File: src/rtl/hough_frame_sequencer.sv
// hough_frame_sequencer
//   Per-frame controller for the Hough core. On an accepted vsync it pulses
//   hough_frame_start and waits out the accumulator clear. It then forwards
//   edge pixels to the core with one cycle of latency until the last pixel of
//   the frame is seen. Next it waits out the peak scan. Detected lines go into
//   a small show-ahead FIFO for downstream readout.
// Ports
//   clk, rst                 clock, synchronous active-high reset
//   enable, vsync            frame acceptance (enable sampled only when idle)
//   pix_valid/edge/x/y       edge-pixel stream from the Sobel stage
//   hough_frame_start        one-cycle start to the core
//   hough_pixel_valid/in/x/y gated, registered pixel stream to the core
//   line_valid/rho/theta/votes  peak results from the core
//   res_valid/ready/rho/theta/votes  FIFO head, popped on valid & ready
//   res_overflow             sticky per frame: a line was lost to a full FIFO
//   busy, frame_done         status; frame_done pulses in the last scan cycle
//   frames_dropped           saturating count of vsyncs ignored while busy
module hough_frame_sequencer #(
  parameter int IMG_WIDTH    = 640,
  parameter int IMG_HEIGHT   = 480,
  parameter int CLEAR_CYCLES = 30000,
  parameter int SCAN_CYCLES  = 30000,
  parameter int MAX_LINES    = 8
) (
  input  logic        clk,
  input  logic        rst,
  input  logic        enable,
  input  logic        vsync,
  input  logic        pix_valid,
  input  logic        pix_edge,
  input  logic [9:0]  pix_x,
  input  logic [9:0]  pix_y,
  output logic        hough_frame_start,
  output logic        hough_pixel_valid,
  output logic        hough_pixel_in,
  output logic [9:0]  hough_pixel_x,
  output logic [9:0]  hough_pixel_y,
  input  logic        line_valid,
  input  logic [15:0] line_rho,
  input  logic [7:0]  line_theta,
  input  logic [11:0] line_votes,
  output logic        res_valid,
  input  logic        res_ready,
  output logic [15:0] res_rho,
  output logic [7:0]  res_theta,
  output logic [11:0] res_votes,
  output logic        res_overflow,
  output logic        busy,
  output logic        frame_done,
  output logic [7:0]  frames_dropped
);

  localparam int CNT_MAX = (CLEAR_CYCLES > SCAN_CYCLES) ? CLEAR_CYCLES : SCAN_CYCLES;
  localparam int CW      = $clog2(CNT_MAX + 1);
  localparam int AW      = $clog2(MAX_LINES);
  localparam int STAGES  = 1;  // pixel forwarding latency

  localparam logic [CW-1:0] CLR_LOAD = CW'(CLEAR_CYCLES - 1);
  localparam logic [CW-1:0] SCN_LOAD = CW'(SCAN_CYCLES - 1);

  typedef enum logic [1:0] {IDLE, CLEAR, VOTE, SCAN} state_t;

  typedef struct packed {
    logic [15:0] rho;
    logic [7:0]  theta;
    logic [11:0] votes;
  } line_t;

  state_t            state;
  logic [CW-1:0]     cnt;
  logic [STAGES-1:0] vld_pipe;

  logic start_frame, accept, last_pix;

  assign start_frame = (state == IDLE) && vsync && enable;
  assign accept      = (state == VOTE) && pix_valid;
  assign last_pix    = (pix_x == 10'(IMG_WIDTH - 1)) && (pix_y == 10'(IMG_HEIGHT - 1));

  assign busy              = (state != IDLE);
  assign hough_pixel_valid = vld_pipe[STAGES-1];

  // Frame FSM, pixel forwarding and status
  always_ff @(posedge clk) begin
    if (rst) begin
      state             <= IDLE;
      cnt               <= '0;
      hough_frame_start <= 1'b0;
      frame_done        <= 1'b0;
      frames_dropped    <= '0;
      vld_pipe          <= '0;
      hough_pixel_in    <= 1'b0;
      hough_pixel_x     <= '0;
      hough_pixel_y     <= '0;
    end else begin
      hough_frame_start <= start_frame;
      frame_done        <= 1'b0;

      if (vsync && (state != IDLE) && (frames_dropped != 8'hFF))
        frames_dropped <= frames_dropped + 8'd1;

      vld_pipe[0] <= accept;
      for (int i = 1; i < STAGES; i++) vld_pipe[i] <= vld_pipe[i-1];

      // Hold the pixel bus steady between accepted pixels
      if (accept) begin
        hough_pixel_in <= pix_edge;
        hough_pixel_x  <= pix_x;
        hough_pixel_y  <= pix_y;
      end

      case (state)
        IDLE: begin
          if (start_frame) begin
            state <= CLEAR;
            cnt   <= CLR_LOAD;
          end
        end
        CLEAR: begin
          if (cnt == '0) state <= VOTE;
          else           cnt   <= cnt - CW'(1);
        end
        VOTE: begin
          if (accept && last_pix) begin
            state      <= SCAN;
            cnt        <= SCN_LOAD;
            frame_done <= (SCAN_CYCLES == 1);
          end
        end
        SCAN: begin
          // frame_done is registered, so raise it one cycle ahead of cnt==0
          if (cnt == '0) begin
            state <= IDLE;
          end else begin
            cnt        <= cnt - CW'(1);
            frame_done <= (cnt == CW'(1));
          end
        end
        default: state <= IDLE;
      endcase
    end
  end

  // Result FIFO (show-ahead)
  line_t         mem [MAX_LINES];
  logic [AW-1:0] wr_ptr, rd_ptr;
  logic [AW:0]   count;
  logic          full, pop, push;
  line_t         head, din;

  assign full = (count == (AW+1)'(MAX_LINES));
  assign res_valid = (count != '0);
  assign pop  = res_valid && res_ready;
  // A pop in the same cycle frees the slot, so a full FIFO can still accept
  assign push = line_valid && (!full || pop);
  assign din  = '{rho: line_rho, theta: line_theta, votes: line_votes};
  assign head = mem[rd_ptr];

  assign res_rho   = res_valid ? head.rho   : '0;
  assign res_theta = res_valid ? head.theta : '0;
  assign res_votes = res_valid ? head.votes : '0;

  always_ff @(posedge clk) begin
    if (rst || start_frame) begin
      wr_ptr       <= '0;
      rd_ptr       <= '0;
      count        <= '0;
      res_overflow <= 1'b0;
    end else begin
      if (push) wr_ptr <= wr_ptr + AW'(1);
      if (pop)  rd_ptr <= rd_ptr + AW'(1);
      case ({push, pop})
        2'b10:   count <= count + (AW+1)'(1);
        2'b01:   count <= count - (AW+1)'(1);
        default: count <= count;
      endcase
      if (line_valid && full && !pop) res_overflow <= 1'b1;
    end
  end

  always_ff @(posedge clk) begin
    if (push && !rst && !start_frame) mem[wr_ptr] <= din;
  end

endmodule

File: config.mk
export PLATFORM = sky130hd
export DESIGN_NAME = hough_frame_sequencer
export DESIGN_NICKNAME = d
export VERILOG_FILES = /design/src/rtl/hough_frame_sequencer.sv
export SDC_FILE = /design/constraint.sdc
export NUM_CORES = 1
export LEC_CHECK = 0
export ABC_AREA = 1
export BUFFER_PORTS_ARGS = -buffer_cell sky130_fd_sc_hd__buf_4
export CAP_MARGIN = 10
export CORE_UTILIZATION = 45
export CTS_CLUSTER_SIZE = 10
export DETAILED_ROUTE_END_ITERATION = 16
export PLACE_DENSITY = 0.71
export SYNTH_ARGS = -nofsm -noshare
export SYNTH_HDL_FRONTEND = slang
export SYNTH_SLANG_ARGS = --single-unit
File: constraint.sdc
create_clock -name clk -period 8.9 [get_ports clk]
set_input_delay 1.335 -clock clk [delete_from_list [all_inputs] [get_ports clk]]
set_output_delay 1.335 -clock clk [all_outputs]
set_load 0.03 [all_outputs]
* After elaboration in Yosys (flattened, before gate mapping)
Memories as Yosys holds them, arrays and structs flattened. A register that Yosys moved wholly into a read port is not among the register bits. Cells that the tools add are included.
Storage, ports and cells: flip-flop bits (word level) 60, bits in writable memories 288, input port bits 64, output and inout bits 71, memories 1
Operators by class: add/sub/neg operators 6, equality and inequality tests 15, multiplexer cells 17, bitwise operators 1, reductions and logical operators 28
Memory list:
- mem | words 8, width 36, read ports 1, clocked after memory_dff 1, write ports 1, line 144 | line_t mem [MAX_LINES];
Operator list (count):
- 2-to-1 mux 15 bit | 3
- one-hot mux 15 bit (3 select lines) | 1
- 2-to-1 mux 16 bit | 1
- equality test 15 x 1 -> 1 bit (second input constant) | 1
- zero test 15 bit | 1
- subtractor 15 x 1 -> 15 bit (second input constant) | 1
- logical AND 1 bit | 13
- 2-to-1 mux 12 bit | 1
- equality test 10 bit (second input constant) | 1
- equality test 10 x 9 -> 1 bit (second input constant) | 1
- adder 8 x 1 -> 8 bit (second input constant) | 1
- 2-to-1 mux 2 bit | 4
- 2-to-1 mux 8 bit | 1
- inequality test 2 bit (second input constant) | 4
- inequality test 8 bit (second input constant) | 1
- one-hot mux 2 bit (4 select lines) | 1
- one-hot mux 4 bit (2 select lines) | 1
- adder 3 x 1 -> 3 bit (second input constant) | 2
- equality test 2 bit (second input constant) | 3
- 2-to-1 mux 3 bit | 2
- adder 4 x 1 -> 4 bit (second input constant) | 1
- equality test 2 x 1 -> 1 bit (second input constant) | 2
- equality test 4 bit (second input constant) | 1
- zero test 1 bit | 4
- 12 further kinds | 15

* Longest topological paths before layout
depth in word-level cells 8, gate-level depth with buffers 14

* Worst setup path before layout
No wires, ideal clock.
kind input to register, from input port vsync, to memory mem[0][0] in the netlist's numbering (enable), data arrival time 4319 ps, path slack 4107 ps, cell stages on the path 5, cells stage by stage nand3_1 > nand2_1 > nor2_1 > inv_1 > nor3_1
Between the ends: cells in the longest elaborated chain, start to end 6
RTL lines:
- start, declared | line 28 | input logic vsync,
- logical AND 1 bit (2 in a row) | line 75 | assign start_frame = (state == IDLE) && vsync && enable;
- zero test 1 bit | line 181 | if (push && !rst && !start_frame) mem[wr_ptr] <= din;
- logical AND 1 bit | line 181
- 2-to-1 mux 1 bit | line 181
- 2-to-1 mux 1 bit (implied by the code) | line 181
- end, declared | line 144
Every way passes these cells.

==> reports/metrics.csv <==
metric,value,unit
Psw,0.00144,W
Synth Register Bits,351,
vias post-DR,9917,
Syn. warnings,0,
io pins,135,
Comb power frac,25.1,%
layout cells sized above 1,16.5,%
Internal,0.00307,W
largest net degree at the start of global routing,117,
worst path required time,7.57,ns
final hold vios,0,
clock slew at reported path FFs,0.05,ns
post-synthesis sequential area ratio,68.9,%
final setup vio count,0,
DIE AREA,32700,um2
initial drt markers,864,
first-pass GRT wire length,50.0,mm
largest family of logic cells by synthesized area,simple AND/OR/NAND/NOR gates,
Switching Share,31.9,%
RR Endpoint,mem[5][4],
Mapped Cells,1288,
Min-Delay Path Class,reg -> reg,
post-CTS setup buffer count,0,
Core Area,31500,um2
Final Max Tran Viols,0,
Post-Synth Simple-Gate Area,15.5,%
syn avg cell area,11.2,um2
min Tclk post-route,4.74,ns
crit start category,flip-flop,
Post-Synth Adder-Cell Area,0.870,%
layout net count,1480,
worst setup margin,4.16,ns
Synth Cell Area,14400,um2
mux contribution to synthesized area,0,%
Placer Congestion,0.836,
Post-CTS Hold Buffers,0,
PwrDens,267,nW/um2
Clock Latency Late Sink,0.54,ns
DP HPWL,17.9,mm
worst relative slew slack,22.7,%
CTS tree,built,
# rows,65,
Max-Cap Viols,0,
vias in the first global route,9633,
DRC,0,
chip width,181,um
Synth Area in XOR/XNOR,0.183,%
final worst path period share,53.3,%
RSZ-0062 raised after global routing,no,
FF-to-FF setup slack,5.89,ns
Worst Reg-to-Reg Cells,7,
leakage,6.03,nW
drt total wl,30.8,mm
depth of the CTS H-tree,2,
CTS max path bufs,3,
total track usage,19.0,%
TritonCTS Buffers,41,
Root Buffer Master,clkbuf_16,
# resized after CTS,0,
Synth Net Count,1362,
Reg power frac,42.6,%
Pre-Repair DR Iteration Count,5,
Clk pwr share,32.3,%
antenna-violating nets left,0,
Critical Path End Type,output pin,
Crit Path Class,reg -> out,
Starting Density,45.7,%
Die Span Y,181,um
Compound-Gate Fraction of Synth Area,10.9,%
CTS Sinks,351,
drt wl/cell,16.9,um
via/cell ratio,5.44,
Worst Path Max Fanout,90,
Hold Crit Depth,2,
"commonest non-fill, non-tap cell in the layout",nor2_1,
Syn-to-layout area delta,17.4,%
RR Startpoint,state[0],
total gr overflow,0,
status,completed,
clock skew,0.0268,ns
Yosys cell types,32,
hold path start,rd_ptr[2],
initial antenna violation count,1,
TNS Setup,0,ns
pre-CTS setup slack,4.52,ns
Util after Layout,53.6,%
Worst EP arrival,3.41,ns
input/output buffers,134,
peak supply drop,0.000161,V
Peak Freq,211,MHz
most frequent cells in the layout,"nor2_1, edfxtp_1, buf_4",
worst slew pin tran,1.16,ns
## state kept, by name, summed over array words and instances (netlist names), named ones only
| signal | flops |
|---|---|
| hough_frame_start | 1 |
| hough_pixel_x | 10 |
| res_overflow | 1 |
| mem | 288 |
| frame_done | 1 |
| frames_dropped | 8 |
| hough_pixel_y | 10 |
| cnt | 15 |
| count | 4 |
| wr_ptr | 3 |
| rd_ptr | 3 |
| hough_pixel_in | 1 |
| state | 2 |
| hough_pixel_valid | 1 |
## how the worst max path moves through the flow
stage          slack [ns]  cells past startpoint     endpoint       from
6_report             4.16                      7  res_rho[15]  flip-flop
5_1_grt              3.92                      7  res_rho[11]  flip-flop
4_1_cts              4.18                      7  res_rho[15]  flip-flop
3_5_place_dp         4.52                      6   mem[7][13]        rst
3_3_place_gp         4.56                      6   mem[7][13]        rst
2_1_floorplan        4.11                      5    mem[0][0]      vsync
## routing by layer
layer	track usage, %	share of wire (%)
met3	4.43	7.7
met5	0	0
met2	31.2	47
met1	25.5	43
met4	5.20	1.7
## stage by stage
stage                     instance area [um2]  power (W)  hold slack, ns  std cells
after floorplan                         14400    0.00275           0.433       1288
after global placement                  15700    0.00306           0.438       1765
after detailed placement                15700    0.00308           0.467       1765
after CTS                               16900    0.00454           0.476       1821
after global routing                    16900    0.00474           0.492       1822
final                                   16900    0.00451           0.462       1822
## cell families (layout without fill, tap and decap cells)
kind of cell	Yosys count	in the layout
buf+inv	129	260
xor+xnor	3	3
flops	351	351
other cells	0	1
fa+ha+maj	10	10
compound gates	249	249
simple gates	546	546
## layout make-up
| cell class | instances | area [um2] |
|---|---|---|
| antenna | 1 | 2.50 |
| clock buffer | 52 | 1070 |
| clock inverter | 4 | 73.8 |
| fill | 2661 | 14600 |
| inverter | 58 | 220 |
| multi-input combinational | 808 | 3990 |
| sequential | 351 | 9920 |
| tap | 402 | 503 |
| timing repair buffer | 146 | 1100 |
## power groups by stage
stage	Clock, W	Combinational, W	Sequential [W]
after floorplan	0	0.000800	0.00195
after global placement	0	0.00111	0.00195
after detailed placement	0	0.00113	0.00195
after CTS	0.00149	0.00114	0.00192
after global routing	0.00155	0.00125	0.00193
final	0.00145	0.00113	0.00192
## synthesized netlist by cell type (all sizes together)
master / instances / share of area, %
o21a: 1 / 0.052
a21oi: 36 / 1.5
ha: 10 / 0.87
o31ai: 1 / 0.052
or2: 4 / 0.17
buf: 29 / 1.1
nand4: 9 / 0.39
nor4: 1 / 0.044
xor2: 1 / 0.061
o21ai: 138 / 4.8
clkbuf: 42 / 1.1
nand3: 40 / 1.6
nor2: 376 / 10
nand3b: 3 / 0.16
a31oi: 1 / 0.044
edfxtp: 288 / 60
nor3: 7 / 0.24
dfxtp: 63 / 8.8
inv: 58 / 1.5
o32ai: 72 / 4.4
nand2: 106 / 2.9
xnor2: 2 / 0.12
## worst max-delay path, cell delays in order, from the launching register on
cell     delay [ns]
dfxtp_4        0.52
inv_4          0.50
buf_4          0.79
nor2_1         0.09
o32ai_1        0.25
o21ai_0        0.11
nor2_1         0.26
buf_4          0.22
Power figures use the tool's default switching activity.
